==> src/rtl/ex_serial_pkg.sv <==
// Shared opcode/funct3 constants and FSM state type for the serial-shift execute stage.
package rv_ops;

  localparam logic [6:0] OP     = 7'h33;
  localparam logic [6:0] OPIMM  = 7'h13;
  localparam logic [6:0] LUI    = 7'h37;
  localparam logic [6:0] AUIPC  = 7'h17;
  localparam logic [6:0] BUBBLE = 7'h00;

  localparam logic [2:0] F3_ADD  = 3'b000;
  localparam logic [2:0] F3_SLL  = 3'b001;
  localparam logic [2:0] F3_SLT  = 3'b010;
  localparam logic [2:0] F3_SLTU = 3'b011;
  localparam logic [2:0] F3_XOR  = 3'b100;
  localparam logic [2:0] F3_SR   = 3'b101;
  localparam logic [2:0] F3_OR   = 3'b110;
  localparam logic [2:0] F3_AND  = 3'b111;

  typedef enum logic {IDLE = 1'b0, BUSY = 1'b1} state_t;

endpackage

==> src/rtl/ex_serial_shifter.sv <==
// Multi-cycle shifter: moves the latched operand by up to SHIFT_STEP bits per enabled cycle.
module serial_shifter #(
  parameter int SHIFT_STEP = 1
) (
  input  logic        clk,
  input  logic        rst,
  input  logic        start,
  input  logic        step_en,
  input  logic [31:0] operand,
  input  logic [4:0]  shamt,
  input  logic        left,
  input  logic        arith,
  output logic        done,
  output logic [31:0] result
);

  localparam logic [5:0] STEP_W = 6'(SHIFT_STEP);

  logic [31:0] val_r;
  logic [5:0]  rem_r;
  logic        left_r;
  logic        arith_r;
  logic        sign_r;
  logic [5:0]  step_s;
  logic [31:0] fill_s;

  // Step size and value after this cycle's step; sign fill comes from the issue-time sign.
  always_comb begin
    step_s = 6'd0;
    fill_s = 32'h0000_0000;
    result = 32'h0000_0000;
    if (rem_r < STEP_W) begin
      step_s = rem_r;
    end else begin
      step_s = STEP_W;
    end
    if (arith_r && sign_r) begin
      fill_s = ~(32'hFFFF_FFFF >> step_s);
    end else begin
      fill_s = 32'h0000_0000;
    end
    if (left_r) begin
      result = val_r << step_s;
    end else begin
      result = (val_r >> step_s) | fill_s;
    end
    done = (rem_r <= STEP_W);
  end

  // Operand capture on start, then one step per enabled cycle.
  always_ff @(posedge clk) begin
    if (rst) begin
      val_r   <= 32'h0000_0000;
      rem_r   <= 6'd0;
      left_r  <= 1'b0;
      arith_r <= 1'b0;
      sign_r  <= 1'b0;
    end else if (start) begin
      val_r   <= operand;
      rem_r   <= {1'b0, shamt};
      left_r  <= left;
      arith_r <= arith;
      sign_r  <= operand[31];
    end else if (step_en) begin
      val_r <= result;
      rem_r <= rem_r - step_s;
    end
  end

endmodule

==> src/rtl/ex_serial.sv <==
// Execute stage: single-cycle ALU, serial shifter with upstream stall, EX/MEM register and forwarding bus.
module ex_serial
  import rv_ops::*;
#(
  parameter int SHIFT_STEP = 1
) (
  input  logic        clk,
  input  logic        rst,
  input  logic [6:0]  ex_t,
  input  logic [2:0]  ex_st,
  input  logic        ex_sst,
  input  logic [31:0] ex_n1,
  input  logic [31:0] ex_n2,
  input  logic [4:0]  ex_wa,
  input  logic        ex_we,
  output logic        stall_req,
  output logic [31:0] mem_wd,
  output logic [4:0]  mem_wa,
  output logic        mem_we,
  output logic [31:0] fwd_wd,
  output logic [4:0]  fwd_wa,
  output logic        fwd_we
);

  state_t      state_r;
  logic [4:0]  lat_wa_r;
  logic        lat_we_r;
  logic        is_alu_s;
  logic        valid_s;
  logic        start_s;
  logic        we_eff_s;
  logic [31:0] alu_s;
  logic        sh_done_s;
  logic [31:0] sh_result_s;

  assign is_alu_s = (ex_t == OP) || (ex_t == OPIMM);
  assign valid_s  = is_alu_s || (ex_t == LUI) || (ex_t == AUIPC);
  assign start_s  = is_alu_s && ((ex_st == F3_SLL) || (ex_st == F3_SR)) && (ex_n2[4:0] != 5'd0);
  assign we_eff_s = valid_s && ex_we && (ex_wa != 5'd0);

  // Single-cycle result; a zero-amount shift passes operand 1 through unchanged.
  always_comb begin
    alu_s = 32'h0000_0000;
    case (ex_t)
      OP, OPIMM: begin
        case (ex_st)
          F3_ADD:  alu_s = (ex_t == OP && ex_sst) ? (ex_n1 - ex_n2) : (ex_n1 + ex_n2);
          F3_SLL:  alu_s = ex_n1;
          F3_SLT:  alu_s = {31'd0, $signed(ex_n1) < $signed(ex_n2)};
          F3_SLTU: alu_s = {31'd0, ex_n1 < ex_n2};
          F3_XOR:  alu_s = ex_n1 ^ ex_n2;
          F3_SR:   alu_s = ex_n1;
          F3_OR:   alu_s = ex_n1 | ex_n2;
          F3_AND:  alu_s = ex_n1 & ex_n2;
          default: alu_s = 32'h0000_0000;
        endcase
      end
      LUI:     alu_s = ex_n2;
      AUIPC:   alu_s = ex_n1 + ex_n2;
      default: alu_s = 32'h0000_0000;
    endcase
  end

  serial_shifter #(.SHIFT_STEP(SHIFT_STEP)) u_shifter (
    .clk     (clk),
    .rst     (rst),
    .start   ((state_r == IDLE) && start_s),
    .step_en (state_r == BUSY),
    .operand (ex_n1),
    .shamt   (ex_n2[4:0]),
    .left    (ex_st == F3_SLL),
    .arith   (ex_sst),
    .done    (sh_done_s),
    .result  (sh_result_s)
  );

  // Stall and forwarding are combinational so ID sees them in the completing cycle.
  always_comb begin
    stall_req = 1'b0;
    fwd_wd    = 32'h0000_0000;
    fwd_wa    = 5'd0;
    fwd_we    = 1'b0;
    if (rst) begin
      stall_req = 1'b0;
    end else if (state_r == BUSY) begin
      if (sh_done_s) begin
        fwd_wd = sh_result_s;
        fwd_wa = lat_wa_r;
        fwd_we = lat_we_r;
      end else begin
        stall_req = 1'b1;
      end
    end else if (start_s) begin
      stall_req = 1'b1;
    end else begin
      fwd_wd = alu_s;
      fwd_wa = valid_s ? ex_wa : 5'd0;
      fwd_we = we_eff_s;
    end
  end

  // Control FSM and EX/MEM output register.
  always_ff @(posedge clk) begin
    if (rst) begin
      state_r  <= IDLE;
      lat_wa_r <= 5'd0;
      lat_we_r <= 1'b0;
      mem_wd   <= 32'h0000_0000;
      mem_wa   <= 5'd0;
      mem_we   <= 1'b0;
    end else begin
      case (state_r)
        IDLE: begin
          if (start_s) begin
            lat_wa_r <= ex_wa;
            lat_we_r <= we_eff_s;
            state_r  <= BUSY;
            mem_wd   <= 32'h0000_0000;
            mem_wa   <= 5'd0;
            mem_we   <= 1'b0;
          end else begin
            mem_wd <= alu_s;
            mem_wa <= valid_s ? ex_wa : 5'd0;
            mem_we <= we_eff_s;
          end
        end
        BUSY: begin
          if (sh_done_s) begin
            mem_wd  <= sh_result_s;
            mem_wa  <= lat_wa_r;
            mem_we  <= lat_we_r;
            state_r <= IDLE;
          end else begin
            mem_wd <= 32'h0000_0000;
            mem_wa <= 5'd0;
            mem_we <= 1'b0;
          end
        end
        default: begin
          state_r <= IDLE;
          mem_wd  <= 32'h0000_0000;
          mem_wa  <= 5'd0;
          mem_we  <= 1'b0;
        end
      endcase
    end
  end

endmodule

==> config.mk <==
export PLATFORM = sky130hd
export DESIGN_NAME = ex_serial
export DESIGN_NICKNAME = d
export VERILOG_FILES = /design/src/rtl/ex_serial_pkg.sv /design/src/rtl/ex_serial_shifter.sv /design/src/rtl/ex_serial.sv
export SDC_FILE = /design/constraint.sdc
export NUM_CORES = 1
export LEC_CHECK = 0
export BUFFER_PORTS_ARGS = -buffer_cell sky130_fd_sc_hd__buf_2
export CELL_PAD_IN_SITES_DETAIL_PLACEMENT = 0
export CELL_PAD_IN_SITES_GLOBAL_PLACEMENT = 2
export CORE_MARGIN = 2
export CORE_UTILIZATION = 34
export CTS_BUF_LIST = sky130_fd_sc_hd__clkbuf_8
export DETAILED_ROUTE_END_ITERATION = 10
export GPL_TIMING_DRIVEN = 0
export PLACE_DENSITY_LB_ADDON = 0.1
export SLEW_MARGIN = 5
export SYNTH_ARGS = -nofsm -noshare
export SYNTH_HDL_FRONTEND = slang
export SYNTH_SLANG_ARGS = --single-unit
==> constraint.sdc <==
create_clock -name clk -period 3.9 [get_ports clk]
set_input_delay 0.195 -clock clk [delete_from_list [all_inputs] [get_ports clk]]
set_output_delay 0.195 -clock clk [all_outputs]
set_load 0.005 [all_outputs]
Yosys cells after proc, flatten, opt, wreduce, memory -nomap -nowiden
Index checks and enable logic that the tools add are counted.
W data, S select, Z words.
Word-level totals
  register bits: 86
  bits in latches: 0
  RAM bits: 0
  ROM bits: 0
  input bits: 83
  output and inout port bits: 77
  logic and storage cells: 89
  memories kept: 0
Operators by class
  add/subtract/negate cells: 3
  multipliers: 0
  divide/modulo/power cells: 0
  magnitude comparators: 4
  eq/ne operators: 11
  shift-type cells: 3
  muxes and demuxes: 31
  bitwise logic cells: 6
  reduce and logical (&&, ||, !) cells: 19
Operators with widths (number)
  $mux W32: 9
  $pmux W32 S7: 1
  $pmux W32 S3: 1
  $lt A32 B32 Y1: 2
  $or A32 B32 Y32: 2
  $pmux W32 S2: 1
  $mux W5: 7
  $add A32 B32 Y32: 1
  $and A32 B32 Y32: 1
  $not A32 Y32: 1
  $shl A32 B6 Y32: 1
  $shr A32 B6 Y32: 1
  $shr A32 B6 Y32 const A: 1
  $sub A32 B32 Y32: 1
  $xor A32 B32 Y32: 1
  $eq A7 B5 Y1 const B: 2
  $eq A7 B6 Y1 const B: 2
  $eq A3 B3 Y1 const B: 4
  $pmux W5 S2: 1
  $reduce_bool A5 Y1: 2
  $mux W1: 8
  $logic_and A1 B1 Y1: 7
  $eq A3 B2 Y1 const B: 2
  $le A6 B1 Y1 const B: 1
  other kinds (11): 17

Logic depth before layout (Yosys ltp)
Gate-level depths: netlist (run 1).
  depth in word-level cells: 10
  gate-level depth with buffers: 14
  mapped depth without buffers: 14

Modules after synthesis
A second synthesis (run 1) with hierarchy kept.
Second synthesis, totals
  cell total of the unflattened synthesis: 1454
  area, all modules: 10770.3 um2
By module, submodules not included
  ex_serial: times used 1, cells an instance 1152, area each 7882.6 um2, seq. area each 900.9 um2
  serial_shifter: times used 1, cells an instance 302, area each 2887.8 um2, seq. area each 820.8 um2

Worst setup path before layout (run 1)
No wires, ideal clock.
  kind: input-to-output
  start: in ex_n1[0]
  end: out fwd_wd[30]
  data arrival time: 2752 ps
  data required time: 3705 ps
  setup slack: 953 ps
  cell stages on the path: 14
  path buffers: 0
  cell sequence: inv_1 ha_1 inv_1 fa_1 nor2b_1 o211ai_1 nand3_1 and4_4 o31ai_4 o21ai_2 a211o_1 xnor2_1 o31ai_1 nand3_1
On the way
  cells in the longest elaborated chain, start to end: 7
  elaborated cells between the ends (all ways): 8
  those cells by class: add/sub: 2; mux: 6
Ends and longest elaborated chain
  start, declared: line ex_serial.sv:12  | input logic [31:0] ex_n1,
  $add A32 B32 Y32 / $sub A32 B32 Y32 (equally long branches): line ex_serial.sv:47, ex_serial.sv:59
  $mux W32: line ex_serial.sv:47  | F3_ADD: alu_s = (ex_t == OP && ex_sst) ? (ex_n1 - ex_n2) : (ex_n1 + ex_n2);
  $pmux W32 S7: line ex_serial.sv:46  | case (ex_st)
  $pmux W32 S3 *: line ex_serial.sv:44  | case (ex_t)
  $mux W32 *: line ex_serial.sv:93  | end else if (start_s) begin
  $mux W32 *: line ex_serial.sv:85  | end else if (state_r == BUSY) begin
  $mux W32 *: line ex_serial.sv:83  | if (rst) begin
  end, declared: line ex_serial.sv:20  | output logic [31:0] fwd_wd,
Every way passes the cells marked *; elsewhere a longest branch is shown, timed or not.

Final worst setup path (run 1)
  start: in ex_n1[0]
  end: out fwd_wd[28]
The elaborated chain is that of the path after synthesis.

==> results of run 1 <==
==> power groups by stage <==
stage | Combinational, mW | Sequential [mW] | Clock (mW)
floorplan | 0.689 | 0.902 | 0
global placement | 1.04 | 0.902 | 0
detailed placement | 1.04 | 0.902 | 0
CTS | 1.06 | 0.881 | 0.659
global route | 1.19 | 0.882 | 0.688
finish | 1.10 | 0.881 | 0.647
==> routing by layer <==
| layer | up-vias | share of wire, % | routed length [um] |
|---|---|---|---|
| met2 | 518 | 44 | 23000 |
| met4 | 0 | 2.4 | 1250 |
| met5 | - | 0 | 0 |
| met3 | 81 | 7.2 | 3750 |
| met1 | 5902 | 46 | 24000 |
| li1 | 5666 | - | - |
==> critical path, cell delays in order <==
cell       delay [ns]
buf_2            0.17
ha_1             0.31
fa_2             0.41
a21o_4           0.25
a2111oi_4        0.33
nor2_1           0.16
o21ai_2          0.26
a21oi_2          0.15
a211oi_2         0.37
xor2_1           0.22
a221oi_1         0.14
a2111oi_2        0.42
nor3_1           0.09
buf_2            0.18
==> kinds of logic (layout without fill, tap and decap cells) <==
family / after synthesis / after routing / share of synthesized area (%)
AO/OA/AOI/OAI: 546 / 546 / 35.4
AND/OR/NAND/NOR: 433 / 433 / 19.4
buffers and inverters: 211 / 386 / 8.34
adder cells (fa/ha/maj): 99 / 99 / 12.1
flip-flops: 86 / 86 / 16.6
XOR/XNOR: 52 / 52 / 4.38
multiplexers: 40 / 40 / 3.85
other: 0 / 1 / 0
==> repair_timing <==
action,in CTS,in global routing
resized for setup,14,24
hold endpoints to repair,0,0
setup endpoints to repair,10,18
hold buffers,0,0
setup buffers,0,2
pin swaps,4,5
==> cell type report <==
type / count / share of cell area (%)
Buffer: 116 / 4.27
Sequential cell: 86 / 14.3
Clock buffer: 10 / 1.14
Inverter: 95 / 2.95
Multi-Input combinational cell: 1170 / 66.2
Timing Repair Buffer: 160 / 6.67
Clock inverter: 5 / 0.425
Tap cell: 396 / 4.10
Antenna cell: 1 / 0.0207
==> flip-flops by register name, summed over array words and instances, names as in the netlist, 5 cells and up <==
name,cells
lat_wa_r,5
mem_wa,5
mem_wd,32
u_shifter.rem_r,6
u_shifter.val_r,32
==> worst paths after layout <==
path / startpoint / to / slack, ns / depth (start not counted)
max: ex_n1[0] / fwd_wd[28] / 0.06 / 14
min reg2reg: u_shifter.sign_r$_SDFFE_PP0P_ / u_shifter.sign_r$_SDFFE_PP0P_ / 0.46 / 2
min: ex_wa[0] / lat_wa_r[0]$_SDFFE_PP0P_ / 0.05 / 3
max reg2reg: u_shifter.rem_r[2]$_SDFFE_PP0P_ / mem_wd[11]$_SDFF_PP0_ / 0.85 / 8
==> cells in the final DEF (no fill, tap or decap), types with 11 or more instances in the layout <==
cell type  instances
a211oi_1          72
nand3_1           11
a22oi_1           15
a31oi_1           11
nand2_1           86
inv_1             91
ha_1              97
o221ai_1          19
o21ai_0           48
nor3_1            30
a21o_1            16
o22ai_1           38
nor2_1           187
a21oi_1          187
dfxtp_1           86
mux2i_1           40
buf_2            178
xnor2_1           46
clkbuf_1          71
o211ai_1          12
a221oi_1          19
nand2b_1          11
nor2b_1           45
buf_1             13
==> stage by stage <==
stage	power, mW	hold slack (ns)
2_1_floorplan	1.59	0.327
3_3_place_gp	1.95	0.441
3_5_place_dp	1.94	0.448
4_1_cts	2.60	0.0473
5_1_grt	2.76	0.0733
6_report	2.63	0.0500
==> summary.txt, run 1 <==
Outcome: complete, no violations
First-pass iteration count of the detailed router: 7
Clock Tree Buf Depth: 2
Number of flops mapped to enable cells by yosys: 0
MaxCap Viol Count: 0
Top cells by area, synth: dfxtp_1 (17%), ha_1 (12%), a21oi_1 (9.1%)
Clock Latency Late Sink: 0.39 ns
Part of the power in registers: 33.5%
Num CTS Buffers: 9
Met2 track demand over resource: 50.8%
Seq/Total Area, Yosys: 16.6%
Rows: 64
Leakage power: 4.93 nW
Unrepaired setup endpoints after global routing: true
Worst setup path category: in2out
Ys async rst share: 0%
WP data required: 3.70 ns
Clock slew at reported path FFs: 0.10 ns
Dpl cells: 2021
Gpl congestion: 0.934
Post-synth top cells: nor2_1 (190), a21oi_1 (189), ha_1 (97)
Fin crit share: 98.5%
Sw Share: 40.6%
Maximum VDD drop: 0.131 mV
Avg WL per Cell: 25.5 um
Pint: 1.56 mW
Worst setup SP type: input port
Achievable frequency: 260 MHz
Hold Path Class: in2reg
Final Worst Setup Slack: 0.0583 ns
Core Box Area: 0.0303 mm^2
Number of remaining DRC errors: 0
Initial antenna violation count: 1
Power density cells: 218 mW/mm^2
Synth Instances: 1467
Post-Synthesis Cell Area: 0.0104 mm^2
Syn Nets: 1649
Die area: 0.0320 mm^2
Die W: 179 um
Comb power frac: 41.9%
# nets final: 1820
Period minus WS final: 3.84 ns
Non-Filler Instances: 2039
Placed Area: 0.0117 mm^2
Largest net degree at the start of global routing: 14
CTS tree: yes
DRT iter0 DRCs: 1077
Worst EP arrival: 3.65 ns
Top-count cell post-synth: nor2_1
Clock power frac: 24.6%
Top cell type's share of synthesized area: 16.6%
Crit. End Element: primary output
Vias per inst: 5.97
Initial Util: 34.2%
Post-route design area: 0.0121 mm^2
First-pass GRT wire length: 74600 um
Top cell type by total area after synthesis: dfxtp_1
Met3 usage: 4.50%
Post-Syn Area per Cell: 7.09 um^2
CTS HTree Levels: 3
Final HPWL DP: 40900 um
Total GRT Usage: 32.0%
Setup TNS: 0 ns
Count of final hold-check violations: 0
Actual slew at the worst max-slew pin: 1.17 ns
Vias in the first global route: 11300
Remaining Overflow, GRT: 0
DRT Wirelength: 52000 um
Setup Viol. Count Final: 0
Via count: 12200
Ports: 160
Yosys warning count: 0
Register area: 0.00172 mm^2
Post-route ant nets: 0
GRT met1 Usage: 44.9%
Max_slew headroom: 21.8%
Sinks on the clock net: 86
Footprint of the multi-input gates: 0.00799 mm^2
Share of cells above drive strength 1: 16.4%
Synth Register Bits: 86
Top FF cell, synth: dfxtp_1
Layout Utilization: 39.8%
Root buf cell: clkbuf_8
Max FO, Critical Path: 4
Max-slew violations: 0
Fin Clk Skew: 0.0193 ns
Psw: 1.07 mW
Gr busiest metal: met2
FILL cells: 3291
Dpl ws: -0.472 ns
Area Overhead vs Synth: 16.2%
Die height: 179 um
Yosys cell types: 87
IO buf count: 158
Power figures use the tool's default switching activity.
==> run 2, diff against run 1 <==
Settings changed: ABC_AREA set to 1, CAP_MARGIN set to 15, CORE_UTILIZATION 34 to 31, PLACE_DENSITY set to 0.94, PLACE_DENSITY_LB_ADDON 0.1 to unset.
==> summary.txt, run 2 <==
Outcome: complete, no violations
R2R Path Start: u_shifter.rem_r[2]$_SDFFE_PP0P_
Yosys warning count: 0 (unchanged)
Hold Path Class: in2reg
Power density cells: 201 mW/mm^2 (-7.7%)
Clock Tree Buf Depth: 2 (unchanged)
Max_slew headroom: 25.2% (+3.4 points)
Yosys cell types: 46 (-47%)
Worst R2R Setup Slack: 1.61 ns (+0.76 ns)
Post-Syn Area per Cell: 5.53 um^2 (-22%)
Wire length on met2: 25600 um (+11%)
Top-count cell post-synth: nand2_1
Total GRT Usage: 30.2% (-1.8 points)
Top cell type by total area after synthesis: nand2_1
Top cells by area, synth: nand2_1 (21%), dfxtp_1 (15%), inv_1 (12%)
Most common cell after layout, fill and taps aside: nand2_1
Ports: 160 (unchanged)
WL met1: 27300 um (+14%)
Sinks on the clock net: 86 (unchanged)
Fin Clk Skew: 0.0136 ns (-0.00567 ns)
Crit path buf inv count: 2 (unchanged)
Worst setup SP type: input port
Remaining Overflow, GRT: 0 (unchanged)
Max FO, Critical Path: 5 (+1)
Post-route design area: 0.0133 mm^2 (+10%)
Register area: 0.00172 mm^2 (unchanged)
CP delay by family, top: simple AND/OR/NAND/NOR gates
First-pass iteration count of the detailed router: 6 (-1)
DRT Wirelength: 60100 um (+16%)
Placed Area: 0.0132 mm^2 (+13%)
Ys async rst share: 0% (unchanged)
Hold EP: lat_wa_r[2]$_SDFFE_PP0P_
Post CTS Setup Buffer Count: 0 (unchanged)
Die area: 0.0394 mm^2 (+23%)
Syn Nets: 2301 (+40%)
Non-Filler Instances: 2802 (+37%)
Post-route ant nets: 0 (unchanged)
Crit path cell chain: buf_2, ha_1, fa_1, nand3_1, nand3_1, nand3_1, nand3_1, nand2_1, nand2_1, nand2_1, nand3_1, nand3_1, nand3_1, nand2_1, nand2_1, a21oi_1, buf_2
Post-CTS Resized: 0 (-14)
Achievable frequency: 293 MHz (+13%)
Final Worst Setup Slack: 0.489 ns (+0.431 ns)
Rows: 71 (+11%)
Worst EP arrival: 3.22 ns (-0.43 ns)
Initial Util: 31.3% (-3.0 points)
Dpl cells: 2788 (+38%)
Leakage power: 6.88 nW (+40%)
WP data required: 3.70 ns (about the same)
Slowest cell on crit path: fa_1
Final HPWL DP: 49100 um (+20%)
Hold buffer count at CTS: 0 (unchanged)
Worst setup path category: in2out
Unrepaired setup endpoints after global routing: false
Worst Hold Path Cells: 3 (unchanged)
MaxCap Viol Count: 0 (unchanged)
Worst path max stage delay: 0.55 ns (+0.13 ns)
Seq/Total Area, Yosys: 14.7% (-1.9 points)
Fin crit share: 87.4% (-11 points)
Initial antenna violation count: 0 (-1)
Synth Instances: 2119 (+44%)
CTS HTree Levels: 3 (unchanged)
CTS tree: yes
Post-Synthesis Cell Area: 0.0117 mm^2 (+13%)
Synth Register Bits: 86 (unchanged)
Period minus WS final: 3.41 ns (-0.431 ns)
Top flop regs: mem_wd (32), u_shifter.val_r (32), u_shifter.rem_r (6)
Largest net degree at the start of global routing: 14 (unchanged)
Core Box Area: 0.0375 mm^2 (+24%)
Area Overhead vs Synth: 13.7%
Crit. End Element: primary output
Gpl congestion: 0.983 (+5.2%)
Vias in the first global route: 13700 (+21%)
Number of flops mapped to enable cells by yosys: 0 (unchanged)
Reg2Reg Depth: 9 (+1)
Vias per inst: 5.28 (-12%)
FILL cells: 4370 (+33%)
Commonest cells after routing, fill and taps aside: nand2_1 (652), inv_1 (370), buf_2 (192)
Dpl ws: 0.564 ns (+1.04 ns)
First-pass GRT wire length: 87300 um (+17%)
Via count: 14800 (+22%)
Top cell type's share of synthesized area: 20.9% (+4.3 points)
Actual slew at the worst max-slew pin: 1.12 ns (-0.0507 ns)
Root buf cell: clkbuf_8
CP dominant cell by count: nand3_1
Clock Latency Late Sink: 0.39 ns (about the same)
Setup TNS: 0 ns (unchanged)
Share of cells above drive strength 1: 11.3% (-5.1 points)
Setup Viol. Count Final: 0 (unchanged)
Reg-to-Reg End: mem_wd[1]$_SDFF_PP0_
# nets final: 2470 (+36%)
Maximum VDD drop: 0.134 mV (+2.4%)
WL met3: 4720 um (+26%)
Post-synth top cells: nand2_1 (652), inv_1 (370), nand3_1 (159)
Top FF cell, synth: dfxtp_1
Footprint of the multi-input gates: 0.00811 mm^2 (+1.5%)
Number of diodes: 0 (-1)
Die W: 198 um (+11%)
Max-slew violations: 0 (unchanged)
DRT iter0 DRCs: 1495 (+39%)
Clock slew at reported path FFs: 0.09 ns (about the same)
IO buf count: 158 (unchanged)
Count of final hold-check violations: 0 (unchanged)
Die height: 198 um (+11%)
Number of remaining DRC errors: 0 (unchanged)
Avg WL per Cell: 21.5 um (-16%)
Num CTS Buffers: 9 (unchanged)
Top Layer Used: met4
Worst Hold Launch: ex_wa[2]
run 2: logic make-up (layout without fill, tap and decap cells):
group,after synthesis,after routing,synth area share [%]
AND/OR/NAND/NOR,1025,1025,36.6
buffers and inverters,477,649,16.1
AO/OA/AOI/OAI,409,409,20.2
adder cells (fa/ha/maj),99,99,10.7
flip-flops,86,86,14.7
XOR/XNOR,23,23,1.72
run 2: worst max path at each step:
stage,startpoint,endpoint,slack (ns),cells past startpoint
2_1_floorplan,ex_n1[0],fwd_wd[30],1.72,17
3_3_place_gp,ex_n1[0],fwd_wd[20],0.56,17
6_report,ex_n1[0],fwd_wd[20],0.49,17
4_1_cts,ex_n1[0],fwd_wd[20],0.56,17
3_5_place_dp,ex_n1[0],fwd_wd[20],0.56,17
5_1_grt,ex_n1[0],fwd_wd[30],0.32,19
run 2: area by class of cell:
type / count / area share [%]
repair buffers: 158 / 5.93
clock buffers: 9 / 0.929
inverters: 383 / 10.8
multi-input cells: 1556 / 60.9
clock inverters: 5 / 0.394
flip-flops and latches: 86 / 12.9
well taps: 511 / 4.80
plain buffers: 94 / 3.37
run 2: layer usage:
layer  GRT usage [%]  vias to the layer above
met4            11.8                        0
met3            3.27                      104
met2            46.9                      705
met1            42.6                     6872
met5               0                        -
li1                -                     7107
run 2: through the flow:
stage / hold WS (ns) / util (%) / total power, mW
floorplan: 0.314 / - / 1.64
global placement: 0.441 / 35.1 / 2.03
detailed placement: 0.443 / 35.1 / 2.04
CTS: 0.0536 / 35.5 / 2.66
global route: 0.0791 / 35.5 / 2.84
finish: 0.0755 / 35.5 / 2.68
run 2: power breakdown:
group          leakage (nW)  internal [mW]  switching, mW
Combinational          6.10          0.332          0.839
Clock                0.0907          0.286          0.343
Sequential            0.693          0.879        0.00120
Total                  6.88           1.50           1.18
run 2: worst register-to-register path, stage by stage, from the launching register on:
cell      delay (ns)
dfxtp_1         0.36
nor2_1          0.07
nand2_1         0.12
nor2_1          0.08
nand2_2         0.22
clkinv_1        0.37
buf_2           0.35
o21ai_0         0.31
nand2_1         0.14
a21oi_1         0.17
==> run 3, diff against run 2 <==
Settings changed: ABC_AREA 1 to unset, CORE_UTILIZATION 31 to 34, SETUP_SLACK_MARGIN set to 0.15.
==> summary.txt, run 3 (same netlist as run 1, synthesis figures left out) <==
Outcome: complete, no violations
Achievable frequency: 260 MHz (-11%)
Avg WL per Cell: 24.2 um (+13%)
First-pass iteration count of the detailed router: 6 (unchanged)
Fin Clk Skew: 0.0128 ns (-0.000795 ns)
MaxCap Viol Count: 0 (unchanged)
Period minus WS final: 3.84 ns (+0.432 ns)
Pint: 1.66 mW (+11%)
DRT Wirelength: 49700 um (-17%)
Leakage power: 5.03 nW (-27%)
Max FO, Critical Path: 10 (+5)
Dpl ws: -0.431 ns (-0.995 ns)
Gpl congestion: 0.946 (-3.8%)
Setup Viol. Count Final: 0 (unchanged)
Hold_ws: 0.0716 ns (-0.00393 ns)
IO buf count: 158 (unchanged)
DRT iter0 DRCs: 1288 (-14%)
Comb power frac: 40.5% (-3.2 points)
Crit path cell chain: buf_2, clkbuf_1, clkbuf_2, clkbuf_1, nand2_1, o21ai_0, a31oi_1, a2111oi_0, o21ai_0, nand2_1, buf_2
Worst setup SP type: input port
Final Worst Setup Slack: 0.0576 ns (-0.432 ns)
Die area: 0.0320 mm^2 (-19%)
FILL cells: 3283 (-25%)
Clock slew at reported path FFs: 0.10 ns (about the same)
Total GRT Usage: 30.2% (+0.032 points)
Area Overhead vs Synth: 18.1%
Initial antenna violation count: 0 (unchanged)
Power density cells: 223 mW/mm^2 (+11%)
Slowest cell on crit path: a2111oi_0
Num CTS Buffers: 9 (unchanged)
Remaining Overflow, GRT: 0 (unchanged)
Via count: 12400 (-16%)
Actual slew at the worst max-slew pin: 0.997 ns (-0.125 ns)
Layout Utilization: 40.4% (+4.9 points)
Top flop regs: mem_wd (32), u_shifter.val_r (32), u_shifter.rem_r (6)
Die height: 179 um (-9.9%)
Sinks on the clock net: 86 (unchanged)
Worst setup path category: in2out
Footprint of the multi-input gates: 0.00804 mm^2 (-0.91%)
Hold Path Class: in2reg
Die W: 179 um (-9.9%)
Commonest cells after routing, fill and taps aside: nor2_1 (186), a21oi_1 (186), buf_2 (176)
Max_slew headroom: 33.5% (+8.3 points)
Placed Area: 0.0117 mm^2 (-11%)
Post-route design area: 0.0123 mm^2 (-7.9%)
Clock Tree Buf Depth: 2 (unchanged)
Worst EP arrival: 3.65 ns (+0.43 ns)
Pwr Total: 2.74 mW (+2.2%)
Maximum VDD drop: 0.191 mV (+43%)
Unrepaired setup endpoints after global routing: true
Reg2Reg Depth: 15 (+6)
Worst path max stage delay: 0.82 ns (+0.27 ns)
Rows: 64 (-9.9%)
Number of remaining DRC errors: 0 (unchanged)
Sw Share: 39.2% (-4.9 points)
Clock power frac: 27.3% (+3.8 points)
Share of cells above drive strength 1: 18.2% (+7.0 points)
# nets final: 1832 (-26%)
Vias per inst: 6.03 (+14%)
Post-route ant nets: 0 (unchanged)
Core Box Area: 0.0303 mm^2 (-19%)
WP data required: 3.70 ns (about the same)
Max-slew violations: 0 (unchanged)
Crit. End Element: primary output
CTS tree: yes
Count of final hold-check violations: 0 (unchanged)
Largest net degree at the start of global routing: 15 (+1)
Part of the power in registers: 32.2% (-0.7 points)
CTS HTree Levels: 3 (unchanged)
Fin crit share: 98.5% (+11 points)
Ports: 160 (unchanged)
Root buf cell: clkbuf_8
Psw: 1.07 mW (-9.1%)
Clock Latency Late Sink: 0.38 ns (about the same)
First-pass GRT wire length: 71900 um (-18%)
Vias in the first global route: 11200 (-18%)
Initial Util: 34.2% (+3.0 points)
Final HPWL DP: 38800 um (-21%)
Worst Hold Path Cells: 3 (unchanged)
Register area: 0.00172 mm^2 (unchanged)
[run 3: changes by cell type in the layout (fill, tap and decap cells not counted), moves of 67 or more]
cell / change
inv_1: -280
nand2_1: -566
a211oi_1: +67
nand3_1: -148
o21ai_0: -67
[run 3: timing repair]
item | in CTS | in global routing
endpoints found under the setup margin | 15 | 24
pin swaps | 12 | 13
hold buffers | 0 | 0
setup buffers | 11 | 3
gates resized for setup | 17 | 54
[run 3: cell type report]
type / instances / area share [%]
Multi-Input combinational cell: 1170 / 65.5
Sequential cell: 86 / 14.0
Timing Repair Buffer: 172 / 7.32
Buffer: 116 / 4.32
Tap cell: 396 / 4.04
Inverter: 95 / 2.90
Clock buffer: 11 / 1.23
Clock inverter: 5 / 0.663
Antenna cell: 1 / 0.0204
[run 3: worst paths after layout]
path                                                from                       end  slack (ns)
worst max-delay path                            ex_st[0]                fwd_wd[10]        0.06
worst min-delay path                            ex_wa[2]  lat_wa_r[2]$_SDFFE_PP0P_        0.07
worst max register to register        state_r$_SDFF_PP0_     mem_wd[30]$_SDFF_PP0_        0.58
worst min register to register  lat_wa_r[0]$_SDFFE_PP0P_  lat_wa_r[0]$_SDFFE_PP0P_        0.46
[run 3: worst max-delay path, delay by kind of cell]
kind                   cells  cell delay, ns
AO/OA/AOI/OAI              4            1.46
buffers and inverters      5            1.72
AND/OR/NAND/NOR            2            0.25
[run 3: per-layer routing]
metal  vias up  track usage (%)  wire [um]
li1       5687                -          -
met1      5928             40.8      21200
met2       658             47.6      21900
met3       110             6.64       4960
met4         0             9.69       1650
met5         -                0          0
[run 3: power by group through the flow]
stage | clock network (mW) | registers [mW] | logic [mW]
6_report | 0.749 | 0.882 | 1.11
5_1_grt | 0.787 | 0.882 | 1.19
4_1_cts | 0.756 | 0.881 | 1.05
3_5_place_dp | 0 | 0.902 | 1.02
3_3_place_gp | 0 | 0.902 | 1.02
2_1_floorplan | 0 | 0.902 | 0.689
[run 3: per-stage QoR]
| stage | cells | setup TNS (ns) |
|---|---|---|
| finish | 2052 | 0 |
| global placement | 2021 | -1.17 |
| CTS | 2048 | 0 |
| detailed placement | 2021 | -1.13 |
| global route | 2051 | 0 |
| floorplan | 1467 | 0 |
